**src/rtl/dsp_mac_sequencer.sv**
```systemverilog
// dsp_mac_sequencer: feeds (sample, coefficient) pairs into a DSP48A1-style
// slice, accumulates N_TAPS products, drains the slice pipeline and returns
// the slice P output as one result beat on a valid/ready port.
// Optional feature macro: DSP_MAC_SAT_EN adds result saturation to SAT_W bits
// and the R_SAT flag port.
module dsp_mac_sequencer #(
  parameter int unsigned N_TAPS = 8,
  parameter int unsigned LAT    = 3,
  parameter int unsigned SAT_W  = 36
) (
  input  logic        CLK,
  input  logic        RST,
  input  logic        S_VALID,
  output logic        S_READY,
  input  logic [17:0] S_SAMPLE,
  input  logic [17:0] S_COEF,
  output logic [17:0] DSP_A,
  output logic [17:0] DSP_B,
  output logic [7:0]  DSP_OPMODE,
  output logic        DSP_CE,
  output logic        DSP_RST,
  input  logic [47:0] DSP_P,
  output logic        R_VALID,
  input  logic        R_READY,
  output logic [47:0] R_DATA
`ifdef DSP_MAC_SAT_EN
  ,
  output logic        R_SAT
`endif
);

  // Slice OPMODE codes (pre-adder bypassed)
  localparam logic [7:0] OP_FIRST = 8'h1E; // P = M + 0
  localparam logic [7:0] OP_ACC   = 8'h16; // P = P + M
  localparam logic [7:0] OP_HOLD  = 8'h17; // P = P + 0
  localparam logic [7:0] OP_IDLE  = 8'h1F;

  // Drain counter runs 0 .. LAT-1
  localparam int unsigned DRAIN_W = (LAT > 2) ? $clog2(LAT) : 1;
  localparam logic [DRAIN_W-1:0] DRAIN_LAST = DRAIN_W'(LAT - 1);
  localparam logic [7:0]         TAP_LAST   = 8'(N_TAPS - 1);

`ifdef DSP_MAC_SAT_EN
  localparam logic [47:0] SAT_MAX = (48'd1 << SAT_W) - 48'd1;
`endif

  if (N_TAPS < 2 || N_TAPS > 255 || LAT < 1 || SAT_W < 1 || SAT_W > 47) begin : g_param_check
    $error("dsp_mac_sequencer: parameter out of range");
  end

  typedef enum logic [1:0] {IDLE, ACCUM, DRAIN, HOLD} state_t;

  state_t               state_q, state_d;
  logic [7:0]           tap_q, tap_d;
  logic [DRAIN_W-1:0]   drain_q, drain_d;
  logic                 r_valid_q, r_valid_d;
  logic [47:0]          r_data_q, r_data_d;
`ifdef DSP_MAC_SAT_EN
  logic                 r_sat_q, r_sat_d;
`endif
  logic                 s_rdy;

  // Slice reset follows the block reset directly so a mid-frame reset flushes it
  assign DSP_RST = RST;
  assign R_VALID = r_valid_q;
  assign R_DATA  = r_data_q;
`ifdef DSP_MAC_SAT_EN
  assign R_SAT   = r_sat_q;
`endif

  // Next-state, slice control and result capture
  always_comb begin
    state_d    = state_q;
    tap_d      = tap_q;
    drain_d    = drain_q;
    r_valid_d  = r_valid_q;
    r_data_d   = r_data_q;
`ifdef DSP_MAC_SAT_EN
    r_sat_d    = r_sat_q;
`endif
    s_rdy      = 1'b0;
    DSP_CE     = 1'b0;
    DSP_OPMODE = OP_IDLE;
    DSP_A      = '0;
    DSP_B      = '0;

    if (r_valid_q && R_READY) begin
      r_valid_d = 1'b0;
    end

    unique case (state_q)
      IDLE: begin
        s_rdy = !(r_valid_q && !R_READY);
        DSP_A = S_SAMPLE;
        DSP_B = S_COEF;
        if (S_VALID && s_rdy) begin
          DSP_CE     = 1'b1;
          DSP_OPMODE = OP_FIRST;
          tap_d      = 8'd1;
          state_d    = ACCUM;
        end
      end
      ACCUM: begin
        s_rdy      = 1'b1;
        DSP_A      = S_SAMPLE;
        DSP_B      = S_COEF;
        DSP_OPMODE = OP_ACC;
        if (S_VALID) begin
          DSP_CE = 1'b1;
          tap_d  = tap_q + 8'd1;
          if (tap_q == TAP_LAST) begin
            drain_d = '0;
            state_d = DRAIN;
          end
        end
      end
      DRAIN: begin
        DSP_CE     = 1'b1;
        DSP_OPMODE = OP_HOLD;
        if (drain_q == DRAIN_LAST) begin
          r_valid_d = 1'b1;
`ifdef DSP_MAC_SAT_EN
          if (DSP_P > SAT_MAX) begin
            r_data_d = SAT_MAX;
            r_sat_d  = 1'b1;
          end else begin
            r_data_d = DSP_P;
            r_sat_d  = 1'b0;
          end
`else
          r_data_d  = DSP_P;
`endif
          state_d   = HOLD;
        end else begin
          drain_d = drain_q + 1'b1;
        end
      end
      HOLD: begin
        if (R_READY) begin
          state_d = IDLE;
        end
      end
    endcase

    // Reset wins over any concurrent accept: slice sees an idle, frozen pipeline
    if (RST) begin
      s_rdy      = 1'b0;
      DSP_CE     = 1'b0;
      DSP_OPMODE = OP_IDLE;
      DSP_A      = '0;
      DSP_B      = '0;
    end

    S_READY = s_rdy;
  end

  // State, counters and result registers
  always_ff @(posedge CLK) begin
    if (RST) begin
      state_q   <= IDLE;
      tap_q     <= '0;
      drain_q   <= '0;
      r_valid_q <= 1'b0;
      r_data_q  <= '0;
`ifdef DSP_MAC_SAT_EN
      r_sat_q   <= 1'b0;
`endif
    end else begin
      state_q   <= state_d;
      tap_q     <= tap_d;
      drain_q   <= drain_d;
      r_valid_q <= r_valid_d;
      r_data_q  <= r_data_d;
`ifdef DSP_MAC_SAT_EN
      r_sat_q   <= r_sat_d;
`endif
    end
  end

endmodule

```
**config.mk**
```make
export PLATFORM = sky130hd
export DESIGN_NAME = dsp_mac_sequencer
export DESIGN_NICKNAME = d
export VERILOG_FILES = /design/src/rtl/dsp_mac_sequencer.sv
export SDC_FILE = /design/constraint.sdc
export NUM_CORES = 1
export LEC_CHECK = 0
export BUFFER_PORTS_ARGS = -buffer_cell sky130_fd_sc_hd__buf_4
export CAP_MARGIN = 0
export CELL_PAD_IN_SITES_DETAIL_PLACEMENT = 1
export CELL_PAD_IN_SITES_GLOBAL_PLACEMENT = 1
export CORE_MARGIN = 2
export CORE_UTILIZATION = 30
export CTS_CLUSTER_DIAMETER = 80
export DETAILED_ROUTE_END_ITERATION = 8
export GPL_TIMING_DRIVEN = 0
export PLACE_DENSITY_LB_ADDON = 0.1
export SYNTH_ARGS = -nofsm -noshare
export SYNTH_HDL_FRONTEND = slang
export SYNTH_SLANG_ARGS = --single-unit
```
**constraint.sdc**
```tcl
create_clock -name CLK -period 3.12 [get_ports CLK]
set_clock_uncertainty 0.2 [all_clocks]
set_input_delay 0.312 -clock CLK [delete_from_list [all_inputs] [get_ports CLK]]
set_output_delay 0.312 -clock CLK [all_outputs]
set_load 0.05 [all_outputs]
```
==> impl_results.md <==
- Post-synth top area share: 44.2%
- RSZ-0062 raised after global routing: false
- Flop pwr share: approximately 30%
- HP Start: DSP_P[9]
- Max clock buf depth: 2
- Crit path kind: flip-flop to output port
- Sw frac: between 40% and 50%
- Initial DRC count: 95
- PwrDens: between 600 and 700 nW/µm²
- Synth area leader: dfxtp_1
- Routed length per instance: 13.6 µm
- Starting Density: a little under a third
- Ports: approximately 180
- Die height: around 100 µm
- Cells after DPL: around 650
- Place WS: roughly 0.55 ns
- Multi-input logic area: around 1400 µm²
- Top_reg_cell synth: dfxtp_1
- Synth area leaders: dfxtp_1 (44%), nand2_1 (14%), a21oi_1 (10%), and2_1 (8.6%), ha_1 (3.2%)
- Seq/Total Area, Yosys: 44.2%
- DRT Wirelength: a little over 9000 µm
- Reg clk slew, reported paths: approximately 0.07 ns
- Nets: approximately 640
- Commonest cells post-synth: nand2_1 (102), dfxtp_1 (61), a21oi_1 (55)
- Fillcell total: 1167
- R2r startpoint: state_q[0]
- RePlAce Congestion: a little under 0.8
- Max-cap violations: 0
- FMAX: between 300 and 400 MHz
- R2R Setup Slk: slightly above 0.6 ns
- Tmin final: about 2.8 ns
- Hold path cells: 3
- CTS root buf: clkbuf_8
- Combinational power share: a little over two fifths
- Post-Syn Area per Cell: slightly below 8 µm²
- CTS resizes: 0
- CTS Buf Count: 9
- DRC: 0
- Fin area: 4460 µm²
- CTS H-tree lvls: 3
- Hold/Removal Path Class: input pin to flip-flop
- Area grow syn2layout: 61.4%
- Num rows: 35
- Setup-failing EPs final: 0
- Initial antenna violation count: 0
- Sink Count: slightly above 60
- Critical path launch point type: flip-flop
- Via/cell ratio: between 4 and 5
- EDFF count, synth: 0
- Post-synth design cell area: roughly 2800 µm²
- Layout cells sized above 1: a little under two fifths
- Asr flop ratio synth: 0%
- Crit path capture type: output port
- Final Max Tran Viols: 0
- Core ar.: around 9100 µm²
- Largest net degree at the start of global routing: 12
- Peak VDD IR: 0.000282 V
- Vias: between 3000 and 4000
- Yosys warnings: 0
- Relative slew slack: about 65%
- Cell Int Power: between 0.0015 and 0.002 W
- Post-DP HPWL: between 7000 and 8000 µm
- Number of global-route vias before repair: around 2900
- Most frequent cell after synthesis: nand2_1
- DR pass1 iterations: 4
- Clk_lat worst skew: roughly 0.33 ns
- Leakage power: just under 2 nW
- DRT antenna net count: 0
- Die area: 10000 µm²
- Seq cells post-synth: between 60 and 70
- Die Wd: 100 µm
- Worst Max-Slew Pin Slew: ~0.53 ns
- Total grt overflow: 0
- First-pass GRT wire length: 14100 µm
- Reg2Reg Capture Point: R_DATA[46]
- Switch Pwr: 0.00110 W
- Final worst path period share: 89.5%
- Placed cell area: 4240 µm²
- Final Hold Violating Endpoints: 0
- Diode count: 0
- Unique masters post-synth: 40
- Crit path max fanout: 10
- Worst EP required: 2.61 ns
- Worst setup margin: 0.327 ns
- Finished Layout Cells: 663
- Final setup TNS: 0 ns
- Cells after synthesis: between 300 and 400
- Register area: about 1200 µm²
- GRT Total Usage: ~18%
- Status: finished clean
- Port Buffers: 176
- Hold buffer count at cts: 0
- Number of post-CTS setup repair buffers: 0
- R2R cell count: 8
- Worst EP arrival: about 2.3 ns
- Hold EP: R_DATA[9]
- Clock Power Share: approximately 28%
- TritonCTS clock tree: yes
==> power by group through the flow <==
| stage | Combinational, W | Clock [W] | Sequential (W) |
|---|---|---|---|
| 2_1_floorplan | 0.000798 | 0 | 0.000837 |
| 3_3_place_gp | 0.00115 | 0 | 0.000836 |
| 3_5_place_dp | 0.00117 | 0 | 0.000839 |
| 4_1_cts | 0.00117 | 0.000782 | 0.000820 |
| 5_1_grt | 0.00124 | 0.000823 | 0.000824 |
| 6_report | 0.00116 | 0.000759 | 0.000820 |
==> cell usage in the layout (no fill, tap or decap), drive strengths merged, types with 2 or more instances in the layout <==
cell type,count
conb,6
nand4,3
a21oi,55
nand3,3
nor3b,2
dfxtp,61
clkinv,2
xnor2,2
inv,6
or3,3
or2,3
nand3b,2
buf,186
nand2,102
ha,7
and2,38
o21ai,5
nor3,3
nand2b,6
clkbuf,32
nor2,6
==> metrics by stage <==
step	power [W]	hold slack, ns	util, %
after floorplan	0.00164	0.244	-
after global placement	0.00199	0.242	46.6
after detailed placement	0.00201	0.247	46.6
after CTS	0.00277	0.00212	49.0
after global routing	0.00289	0.00407	49.0
final	0.00274	0.0166	49.0
==> per-layer routing <==
metal	global-route usage [%]	wire (µm)	vias to the layer above
li1	-	-	1527
met1	20.7	3810	1360
met2	31.1	4390	115
met3	5.78	768	6
met4	3.90	76	0
met5	0	0	-
==> kinds of logic (layout without fill, tap and decap cells) <==
family,count (synthesis),in the layout,share of synthesized area (%)
AOI/OAI and AO/OA,69,69,14.2
other,2,6,0.272
muxes,1,1,0.362
xor gates and xnor gates,3,3,0.950
buffers and inverters,36,228,5.97
and+or+nand+nor,177,177,30.9
DFF,61,61,44.2
adders and majority gates,7,7,3.17
==> worst max-delay path: stages, from the launching register on <==
cell	delay [ns]
dfxtp_1	0.33
inv_1	0.12
ha_1	0.28
or2_1	0.18
nor2b_1	0.16
clkbuf_2	0.20
clkbuf_1	0.29
and2_1	0.17
buf_4	0.20
==> state kept, by name, indices dropped and copies added (netlist names) <==
signal and count:
drain_q 2, R_VALID 1, R_DATA 48, tap_q 8, state_q 2
==> final cells by class <==
type / count / area share [%]
multi-input combinational: 263 / 31.2
clock buffer: 12 / 3.70
timing repair buffer: 176 / 29.6
sequential: 61 / 27.4
tap: 111 / 3.11
inverter: 6 / 0.505
clock inverter: 4 / 1.23
buffer: 30 / 3.25
==> worst max path at each step <==
| stage | start | end | slack (ns) | cells past startpoint |
|---|---|---|---|---|
| 3_3_place_gp | state_q[0] | DSP_A[12] | 0.58 | 8 |
| 2_1_floorplan | state_q[1] | DSP_CE | 0.53 | 6 |
| 5_1_grt | state_q[1] | DSP_A[10] | 0.09 | 8 |
| 3_5_place_dp | state_q[0] | R_DATA[44] | 0.55 | 8 |
| 6_report | state_q[0] | DSP_A[14] | 0.33 | 8 |
| 4_1_cts | state_q[0] | DSP_A[16] | 0.17 | 8 |
(Power assumes the default switching activity.)
